## src/rtl/seven_seg_scan_driver.sv

```systemverilog
// Multiplexed hex driver for N common-anode digits with LZ blanking, DP, PWM brightness and guard phase.
// Latency: one clock from scan state (slot_cnt/dig_idx) to AN/sevensegment; frame_start is registered.
// No backpressure: free-running scan; en=0 darkens outputs and freezes all scan state.
module seven_seg_scan_driver #(
  parameter int N_DIGITS = 8,
  parameter int DIV_LOG2 = 14
) (
  input  logic                    clock,
  input  logic                    reset,
  input  logic                    en,
  input  logic [4*N_DIGITS-1:0]   value,
  input  logic [N_DIGITS-1:0]     dp_mask,
  input  logic                    lz_en,
  input  logic [3:0]              brightness,
  output logic [7:0]              sevensegment,
  output logic [N_DIGITS-1:0]     AN,
  output logic                    frame_start
);

  localparam int IDX_W = (N_DIGITS > 1) ? $clog2(N_DIGITS) : 1;
  localparam logic [IDX_W-1:0] LAST_IDX = IDX_W'(N_DIGITS - 1);

  logic [DIV_LOG2-1:0]   slot_cnt;
  logic [IDX_W-1:0]      dig_idx;
  logic [4*N_DIGITS-1:0] value_sh;
  logic [N_DIGITS-1:0]   dp_sh;
  logic                  lz_sh;

  logic                  slot_wrap;
  logic                  frame_wrap;
  logic [3:0]            phase;
  logic [3:0]            cur_digit;
  logic                  blank;
  logic [7:0]            seg_code;
  logic [N_DIGITS-1:0]   an_nxt;
  logic [7:0]            seg_nxt;

  // Active-low segment pattern for one hex nibble; bit 7 (dp) left unlit.
  function automatic logic [7:0] hex_decode(input logic [3:0] d);
    case (d)
      4'h0: hex_decode = 8'hC0;
      4'h1: hex_decode = 8'hF9;
      4'h2: hex_decode = 8'hA4;
      4'h3: hex_decode = 8'hB0;
      4'h4: hex_decode = 8'h99;
      4'h5: hex_decode = 8'h92;
      4'h6: hex_decode = 8'h82;
      4'h7: hex_decode = 8'hF8;
      4'h8: hex_decode = 8'h80;
      4'h9: hex_decode = 8'h90;
      4'hA: hex_decode = 8'h88;
      4'hB: hex_decode = 8'h83;
      4'hC: hex_decode = 8'hC6;
      4'hD: hex_decode = 8'hA1;
      4'hE: hex_decode = 8'h86;
      default: hex_decode = 8'h8E;
    endcase
  endfunction

  assign slot_wrap  = &slot_cnt;
  assign frame_wrap = slot_wrap && (dig_idx == LAST_IDX);
  assign phase      = slot_cnt[DIV_LOG2-1 -: 4];

  // Decode the current slot from shadow state; phase 0 is the guard where seg data may switch digit.
  always_comb begin
    an_nxt    = '1;
    cur_digit = value_sh[{dig_idx, 2'b00} +: 4];
    blank     = lz_sh && (dig_idx != '0) && ((value_sh >> {dig_idx, 2'b00}) == '0);
    seg_code  = hex_decode(cur_digit);
    seg_nxt   = {~dp_sh[dig_idx], (blank ? 7'h7F : seg_code[6:0])};
    if ((phase != 4'd0) && (phase <= brightness)) begin
      an_nxt[dig_idx] = 1'b0;
    end
  end

  // Scan counters: slot timer and digit index, frozen while disabled.
  always_ff @(posedge clock or posedge reset) begin
    if (reset) begin
      slot_cnt <= '0;
      dig_idx  <= '0;
    end else if (en) begin
      slot_cnt <= slot_cnt + 1'b1;
      if (frame_wrap) begin
        dig_idx <= '0;
      end else if (slot_wrap) begin
        dig_idx <= dig_idx + 1'b1;
      end
    end
  end

  // Frame snapshot of display content so a scan never mixes old and new values.
  always_ff @(posedge clock or posedge reset) begin
    if (reset) begin
      value_sh <= '0;
      dp_sh    <= '0;
      lz_sh    <= 1'b0;
    end else if (en && frame_wrap) begin
      value_sh <= value;
      dp_sh    <= dp_mask;
      lz_sh    <= lz_en;
    end
  end

  // Registered pin drivers; reset and disable both force the display dark.
  always_ff @(posedge clock or posedge reset) begin
    if (reset) begin
      AN           <= '1;
      sevensegment <= 8'hFF;
      frame_start  <= 1'b0;
    end else if (en) begin
      AN           <= an_nxt;
      sevensegment <= seg_nxt;
      frame_start  <= frame_wrap;
    end else begin
      AN           <= '1;
      sevensegment <= 8'hFF;
      frame_start  <= 1'b0;
    end
  end

endmodule

```

## config.mk

```make
export PLATFORM = sky130hd
export DESIGN_NAME = seven_seg_scan_driver
export DESIGN_NICKNAME = d
export VERILOG_FILES = /design/src/rtl/seven_seg_scan_driver.sv
export SDC_FILE = /design/constraint.sdc
export NUM_CORES = 1
export LEC_CHECK = 0
export ABC_AREA = 0
export CAP_MARGIN = 10
export CORE_UTILIZATION = 55
export DETAILED_ROUTE_END_ITERATION = 16
export PLACE_DENSITY = 0.85
export RECOVER_POWER = 25
export SLEW_MARGIN = 20
export SYNTH_ARGS = -nofsm -noshare
export SYNTH_HDL_FRONTEND = slang
export SYNTH_SLANG_ARGS = --single-unit
```

## constraint.sdc

```tcl
create_clock -name clock -period 6.7 [get_ports clock]
set_clock_uncertainty 0.2 [all_clocks]
set_input_delay 1.34 -clock clock [delete_from_list [all_inputs] [get_ports clock]]
set_output_delay 1.34 -clock clock [all_outputs]
set_load 0.03 [all_outputs]
```

After elaboration in Yosys (flattened, before gate mapping)
Memory sizes are Yosys's and may differ from the RTL's.
Cells that the tools add are included.
{"block": "op_classes", "add_sub_neg": 2, "magnitude_cmp": 3, "n_reduce_logical": 12, "mux": 11, "n_shift": 2, "eq_ne": 1, "bitwise": 2}
{"cell": "zero test 32 bit", "n": 1}
{"cell": "indexed part select 32 x 6 -> 4 bit", "n": 1}
{"cell": "right shift 32 x 5 -> 32 bit", "n": 1}
{"cell": "two-way mux 8 bit", "n": 3}
{"cell": "adder 14 x 1 -> 14 bit, second input constant", "n": 1}
{"cell": "AND reduction 14 bit", "n": 1}
{"cell": "inverter 8 bit", "n": 1}
{"cell": "two-way mux 7 bit", "n": 1}
{"cell": "logical AND 1 bit", "n": 6}
{"cell": "two-way mux 3 bit", "n": 2}
{"cell": "less-or-equal comparator 4 bit", "n": 1}
{"cell": "less-than comparator 3 x 4 -> 1 bit, second input constant", "n": 1}
{"cell": "nonzero test 4 bit", "n": 1}
{"cell": "adder 3 x 1 -> 3 bit, second input constant", "n": 1}
{"cell": "binary-select mux 1 bit (select 3 bit)", "n": 1}
{"cell": "demux 1 bit (select 3 bit)", "n": 1}
{"cell": "equality test 3 bit, second input constant", "n": 1}
{"cell": "greater-or-equal comparator 3 x 1 -> 1 bit, second input constant", "n": 1}
{"cell": "two-way mux 1 bit", "n": 3}
{"cell": "nonzero test 3 bit", "n": 1}
{"cell": "AND reduction 2 bit", "n": 1}
{"cell": "nonzero test 2 bit", "n": 1}
{"cell": "inverter 1 bit", "n": 1}
{"block": "word_totals", "memories": 1, "rom_bits": 112, "wordCells": 42, "reg_bits": 75, "input_bits": 48, "output_inout_bits": 17}
{"memory": "(name not given)", "depth": 16, "word_bits": 7, "rd": 1, "rd_clocked_by_memory_dff": 0, "wr": 0, "line": "40", "rtl": "case (d)"}

Depth between registers and ports, before layout
Gate-level depths: netlist of run 1.
{"block": "depth", "word_depth": 7, "depth_mapped": 10, "depth_no_buf": 8}

Least setup slack after synthesis of run 1
No wires, ideal clock.
{"block": "synth_path", "kind": "input to register", "start": "in brightness[1]", "end": "reg AN[7]", "setup_ns": 0.096, "setup_slack_ns": 3.749, "required_ns": 6.404, "stages": 8, "path_buffers": 0, "t_arrival_ns": 2.655, "cell_sequence": "inv_1 -> ha_1 -> nor2b_1 -> o21a_1 -> o21a_1 -> o21a_1 -> nor3_1 -> nand3_1"}
{"block": "synth_between", "elab_chain_len": 4}
{"item": "from (decl)", "line": "14", "rtl": "input logic [3:0] brightness,"}
{"item": "less-or-equal comparator 4 bit", "line": "71", "rtl": "if ((phase != 4'd0) && (phase <= brightness)) begin"}
{"item": "logical AND 1 bit", "line": "71"}
{"item": "two-way mux 8 bit", "line": "71"}
{"item": "two-way mux 8 bit", "line": "110", "rtl": "end else if (en) begin"}
{"item": "to (signal assigned)", "line": "111", "rtl": "AN <= an_nxt;"}
{"item": "to (decl)", "line": "16", "rtl": "output logic [N_DIGITS-1:0] AN,"}
Every way passes these cells.
A chain may end at the register's enable or synchronous reset.

Final worst setup path of run 1
{"block": "layout_path", "start": "in en", "end": "reg value_sh[10]"}
{"block": "layout_between", "elab_chain_len": 1}
{"item": "from (decl)", "line": "10", "rtl": "input logic en,"}
{"item": "logical AND 1 bit", "line": "97", "rtl": "end else if (en && frame_wrap) begin"}
{"item": "to (signal assigned)", "line": "98", "rtl": "value_sh <= value;"}
{"item": "to (decl)", "line": "25", "rtl": "logic [4*N_DIGITS-1:0] value_sh;"}
Every way passes these cells.

==> results of run 1 <==
[through the flow]
stage / area, sq um / cells / hold WS, ns / total power [uW] / utilization, %
after floorplan: 3800 / 297 / 0.239 / 544 / -
after global placement: 4430 / 425 / 0.257 / 584 / 68.2
after detailed placement: 4430 / 425 / 0.270 / 588 / 68.2
after CTS: 4640 / 441 / 0.280 / 961 / 71.5
after global routing: 4640 / 441 / 0.294 / 995 / 71.5
final: 4640 / 441 / 0.277 / 952 / 71.5
[layout by cell type, fill, tap and decap left out, types with 2 or more instances in the layout]
cell type / synthesis / routed
nand4_1: 6 / 6
a21oi_1: 2 / 2
clkdlybuf4s50_1: 0 / 62
clkinv_1: 1 / 2
nor2_1: 10 / 10
nor3_1: 12 / 12
and3_1: 3 / 3
mux4_2: 7 / 7
nor2b_1: 2 / 2
dfstp_2: 16 / 16
mux2_2: 17 / 17
inv_1: 10 / 9
or4_1: 2 / 2
or3b_1: 2 / 2
and4_1: 2 / 2
clkbuf_8: 0 / 10
ha_1: 14 / 14
mux4_1: 2 / 2
mux2i_1: 5 / 5
dlygate4sd3_1: 0 / 2
dfrtp_1: 59 / 59
bufinv_16: 0 / 2
o211ai_1: 3 / 3
o2111ai_1: 2 / 2
nor4_1: 5 / 5
nand3b_1: 2 / 2
clkbuf_1: 2 / 4
a211oi_1: 3 / 3
o22ai_1: 2 / 2
nand2_1: 20 / 20
o21ai_0: 5 / 5
xor2_1: 3 / 3
mux2_1: 28 / 28
nand3_1: 9 / 9
xnor2_1: 10 / 10
o21a_1: 3 / 3
[logic make-up after synthesis]
family                     count (synthesis)  share of synthesized area, %
xor gates and xnor gates                  14                          3.43
and+or+nand+nor                           79                          10.9
DFF                                       75                          50.0
muxes                                     61                          21.2
AOI/OAI and AO/OA                         28                          5.83
adders and majority gates                 14                          4.61
buffers and inverters                     26                          4.05
[worst paths after layout]
kind | startpoint | to | cells past startpoint
worst max register to register | dig_idx[0]$_DFFE_PP0P_ | sevensegment[6]$_DFF_PP1_ | 7
worst min-delay path | slot_cnt[7]$_DFFE_PP0P_ | slot_cnt[7]$_DFFE_PP0P_ | 1
min in group asynchronous | reset | value_sh[23]$_DFFE_PP0P_ | 3
max in group asynchronous | reset | value_sh[15]$_DFFE_PP0P_ | 3
worst min register to register | slot_cnt[7]$_DFFE_PP0P_ | slot_cnt[7]$_DFFE_PP0P_ | 1
worst max-delay path | en | value_sh[10]$_DFFE_PP0P_ | 7
[area by class of cell]
class	count	area [sq um]	area share (%)
Tap cell	77	96.3	2.07
Clock buffer	14	153	3.29
Multi-Input combinational cell	196	1750	37.6
Timing Repair Buffer	65	648	14.0
Inverter	12	45.0	0.970
Sequential cell	75	1900	40.8
Clock inverter	2	60.1	1.29
[synth_stat cells, drive strengths merged (2+ instances only)]
master	instances
dfrtp	59
mux2	45
nand2	21
dfstp	16
ha	14
buf	12
nor3	12
inv	11
nor2	10
xnor2	10
mux4	9
nand3	9
mux2i	7
nand4	6
nor4	5
o21ai	5
xor2	4
a211oi	3
and3	3
o211ai	3
o21a	3
a21oi	2
and4	2
clkbuf	2
nand3b	2
nor2b	2
o2111ai	2
o22ai	2
or3b	2
or4	2
[registers in the layout, summed over array words and instances, names as in the netlist]
| signal | cells |
|---|---|
| AN | 8 |
| lz_sh | 1 |
| value_sh | 32 |
| slot_cnt | 14 |
| dig_idx | 3 |
| dp_sh | 8 |
| frame_start | 1 |
| sevensegment | 8 |
[worst register-to-register path: cells and delay by family, from the launching register on]
| kind | cells | cell delay, ns |
|---|---|---|
| compound gates | 4 | 0.80 |
| flops | 1 | 0.85 |
| mux | 2 | 1.15 |
| fa+ha+maj | 1 | 0.30 |
[routing by layer]
metal	GRT usage (%)	wire [um]	up-vias	share of wire, %
li1	-	-	1211	-
met1	29.3	3120	1285	44
met2	37.4	3560	78	50
met3	5.93	327	14	4.6
met4	6.63	106	0	1.5
met5	0	0	-	0
[power groups by stage]
stage / clock network [uW] / logic (uW) / registers, uW
2_1_floorplan: 0 / 40.2 / 503
6_report: 374 / 82.7 / 496
5_1_grt: 404 / 91.8 / 498
3_5_place_dp: 0 / 84.5 / 503
3_3_place_gp: 0 / 82.1 / 502
4_1_cts: 381 / 84.8 / 495
==> results.json, run 1 <==
{
  "cp.required_ns": 6.72,
  "slowest_delay_ns": 0.89,
  "dieArea_sq_mm": 0.00724,
  "synth_seq_cells": 75,
  "cts-buffers-inserted": 9,
  "synth_cells": 297,
  "max_slew.worst_pin.slew_ns": 0.906,
  "grt_pass1_vias": 2658,
  "routed_via_density": 5.87,
  "port_buffers": 64,
  "synth_enable_flop_cells": 0,
  "yosysTopAreaCell": "dfrtp_1",
  "drt_iter0_drc": 57,
  "cts_htree_levels": 3,
  "cts_hold_buf": 0,
  "outcome": "finished clean",
  "finalSetupViolations": 0,
  "synth_ff_type": "dfrtp_1",
  "dr.pass1.iters": 5,
  "worst-endpoint-arrival_ns": 3.94,
  "pwr-share-seq_pct": 52.1,
  "switchingPower_uw": 206,
  "fin_ws_ns": 2.78,
  "synth_top_area_share_pct": 38.9,
  "cts_buffer_depth": 2,
  "swShare_pct": 21.6,
  "n_antenna_cell": 0,
  "wl_per_cell_um": 16.1,
  "synth_nets": 359,
  "gp_congestion": 0.854,
  "cp_slowest_cell": "dlygate4sd3_1",
  "pin_count": 65,
  "core_area_sq_mm": 0.00649,
  "synthTopCellsByArea": "dfrtp_1, dfstp_2, mux2_1",
  "tns_ns": 0,
  "ctsResizeCount": 0,
  "initial_core_util_pct": 58.4,
  "fin_crit_ns": 3.92,
  "leakage_uw": 0.00217,
  "cts_tree": "yes",
  "rows": 29,
  "rsz0062_at_grt": "no",
  "cap_violations": 0,
  "grt_pass1_wl_um": 12600,
  "finalHoldViolations": 0,
  "areaGrowthSynthToFinish_pct": 22.3,
  "clock_latency_ns": 0.34,
  "critPathLaunchType": "input port",
  "grt_use_total_pct": 22.5,
  "crit_family": "simple AND/OR/NAND/NOR gates",
  "synth.distinct_cells": 52,
  "worst-r2r-setup-slack_ns": 3.33,
  "yosys_warnings": 0,
  "postCtsSetupRepairBufs": 0,
  "crit_fanout": 42,
  "remaining_drc_errors": 0,
  "power_density_mw_per_mm2": 205,
  "final_max_slew_viol_count": 0,
  "ir_worst_vdd_mv": 0.175,
  "dp_hpwl_um": 5260,
  "grt_antenna_before_repair": 0,
  "worstPathCellList": "dlygate4sd3_1, and4_1, nand2_1, nor2_1, and3_1, nand2_4, mux2_1",
  "grt_max_degree": 76,
  "critPathBufInv": 1,
  "clockRootBuffer": "clkbuf_8",
  "slew_headroom_pct": 39.6,
  "async_reset_ff_share_pct": 100,
  "syn_avg_cell_area_sq_um": 12.8,
  "cts.sinks": 75,
  "p_clk_share_pct": 39.2,
  "drive_gt1_share_pct": 16.8,
  "critPathCaptureType": "register",
  "die_y_um": 85.1,
  "final_nets": 421,
  "vias": 2588,
  "place_ws_ns": 2.48,
  "ant_nets": 0,
  "drt_wl_total_um": 7120,
  "max_freq_mhz": 255,
  "yosysSeqAreaShare_pct": 50.0,
  "die_w_um": 85.1,
  "combinationalPowerShare_pct": 8.7,
  "path_class": "in2reg",
  "post-route-period-util_pct": 58.6,
  "internal_power_uw": 746,
  "overflow": 0,
  "fillers": 472,
  "hp-class": "reg2reg",
  "syn-cell-area_sq_mm": 0.00380,
  "cts.reportedPaths.clkPinSlew_ns": 0.08
}
(Power assumes the default switching activity.)
==> run 2: changes to the inputs <==
CORE_UTILIZATION = 48   (was 55)
PLACE_DENSITY = 0.79   (was 0.85)
clock period = 3.3 ns   (was 6.7 ns; I/O delays follow)
==> run 2 against run 1 <==
  * Total power grew 89%
  * Sequential share of layout area fell by 0.59 points
  * Final area up 1.5%
  * Core utilization is 10 points lower
  * Critical path depth unchanged
  * Combinational power is 110% higher
==> results.json, run 2 (synthesis results as in run 1) <==
{
  "outcome": "finished clean",
  "layout_common_cells": "clkdlybuf4s50_1, dfrtp_1, mux2_1, nand2_1, mux2_2",
  "max_slew.worst_pin.slew_ns": 1.22,
  "crit_family": "simple AND/OR/NAND/NOR gates",
  "dr.pass1.iters": 4,
  "n_antenna_cell": 0,
  "grt_use_total_pct": 20.2,
  "ir_worst_vdd_mv": 0.204,
  "slew_headroom_pct": 18.5,
  "worstPathCellList": "dlygate4sd3_1, and4_1, nand2_1, nor2_1, and3_1, nand2_4, mux2_1",
  "cts.reportedPaths.clkPinSlew_ns": 0.07,
  "leakage_uw": 0.00220,
  "max_freq_mhz": 350,
  "tns_ns": 0,
  "power_density_mw_per_mm2": 382,
  "cp_slowest_cell": "dlygate4sd3_1",
  "routed-wl-met2_um": 3550,
  "ctsResizeCount": 0,
  "cts_tree": "yes",
  "largestRegisters": "value_sh: 32 flops, slot_cnt: 14 flops",
  "drt_wl_total_um": 7420,
  "final_max_slew_viol_count": 0,
  "critPathCaptureType": "register",
  "gp_congestion": 0.877,
  "critPathLaunchType": "input port",
  "crit_fanout": 42,
  "rows": 32,
  "layout_commonest_cell": "clkdlybuf4s50_1",
  "clock_latency_ns": 0.34,
  "final_nets": 430,
  "initial_core_util_pct": 49.4,
  "path_class": "in2reg",
  "pin_count": 65,
  "cts_htree_levels": 3,
  "areaGrowthSynthToFinish_pct": 24.1,
  "remaining_drc_errors": 0,
  "cts_buffer_depth": 2,
  "routed_via_density": 5.46,
  "m1WireLength_um": 3430,
  "cts.sinks": 75,
  "dieArea_sq_mm": 0.00827,
  "die_w_um": 90.9,
  "die_y_um": 90.9,
  "worst-endpoint-arrival_ns": 2.88,
  "route.met3.wl_um": 257,
  "top_layer_used": "met4",
  "postCtsSetupRepairBufs": 0,
  "dp_hpwl_um": 5450,
  "final_util_pct": 61.3,
  "core_area_sq_mm": 0.00769,
  "grt_antenna_before_repair": 0,
  "hp-class": "reg2reg",
  "drt_iter0_drc": 121,
  "wl_per_cell_um": 15.6,
  "slowest_delay_ns": 0.54,
  "cap_violations": 0,
  "overflow": 0,
  "post-route-period-util_pct": 86.6,
  "grt_pass1_vias": 2757,
  "port_buffers": 64,
  "cts_hold_buf": 0,
  "top_register": "value_sh",
  "cts-buffers-inserted": 9,
  "fin_crit_ns": 2.86,
  "largest_reg_flops": 32,
  "critPathBufInv": 1,
  "ant_nets": 0,
  "vias": 2593,
  "drive_gt1_share_pct": 18.8,
  "grt_pass1_wl_um": 13100,
  "rsz0062_at_grt": "no",
  "finalHoldViolations": 0,
  "clockRootBuffer": "clkbuf_8",
  "cp.required_ns": 3.32,
  "finalSetupViolations": 0,
  "grt_max_degree": 46
}
-- run 2: cell types whose count changed in the layout (fill, tap and decap cells not counted), sizes merged --
cell,previous run,this run
clkbuf,14,15
clkinv,2,3
inv,10,11
bufinv,2,0
buf,1,9
-- run 2: worst reg2reg max path, stage by stage, from the launching register on --
cell and delay (ns):
dfrtp_1 0.59, mux4_1 0.68, mux2i_1 0.24, ha_1 0.24, o211ai_1 0.12, a211oi_1 0.24, o221ai_2 0.24, o2111ai_1 0.16
-- run 2: through the flow --
stage	setup slack, ns	total power [uW]	hold slack (ns)	area (sq um)	cells
after floorplan	0.557	1100	0.239	3800	297
after global placement	0.267	1190	0.253	4540	459
after detailed placement	0.156	1200	0.259	4540	459
after CTS	0.487	1820	0.273	4720	475
after global routing	0.229	1880	0.293	4710	475
final	0.442	1800	0.272	4710	475
-- run 2: path summary, 6_finish.rpt --
kind                                    startpoint                   endpoint  slack, ns  cells after the start
hold / removal             slot_cnt[4]$_DFFE_PP0P_    slot_cnt[4]$_DFFE_PP0P_       0.27                      1
hold reg to reg            slot_cnt[4]$_DFFE_PP0P_    slot_cnt[4]$_DFFE_PP0P_       0.27                      1
setup reg to reg            dig_idx[0]$_DFFE_PP0P_  sevensegment[5]$_DFF_PP1_       0.52                      7
min in group asynchronous                    reset   value_sh[28]$_DFFE_PP0P_       0.88                      2
setup / recovery                                en   value_sh[29]$_DFFE_PP0P_       0.44                      7
max in group asynchronous                    reset  sevensegment[6]$_DFF_PP1_       1.14                      3
-- run 2: layer usage --
metal | vias up | global-route usage [%]
met5 | - | 0
met4 | 0 | 11.0
met3 | 17 | 2.93
met2 | 71 | 31.1
met1 | 1275 | 27.7
li1 | 1230 | -
-- run 2: where the power goes --
part | switching (uW) | leakage (uW) | internal [uW] | total [uW]
clock network | 310 | 0.0000905 | 313 | 623
logic | 69.4 | 0.00114 | 102 | 172
registers | 40.2 | 0.000965 | 967 | 1010
total | 420 | 0.00220 | 1380 | 1800
-- run 2: cell type report --
| class | instances | area, sq um |
|---|---|---|
| Fill cell | 629 | 2980 |
| Sequential cell | 75 | 1900 |
| Multi-Input combinational cell | 196 | 1750 |
| Timing Repair Buffer | 74 | 724 |
| Clock buffer | 14 | 163 |
| Tap cell | 102 | 128 |
| Inverter | 12 | 45.0 |
| Clock inverter | 2 | 10.0 |
==> run 3: changes to the inputs <==
HOLD_SLACK_MARGIN = 0.1   (was unset)
==> results of run 3 <==
The final DEF is identical to that of run 2; final timing and power are the same.
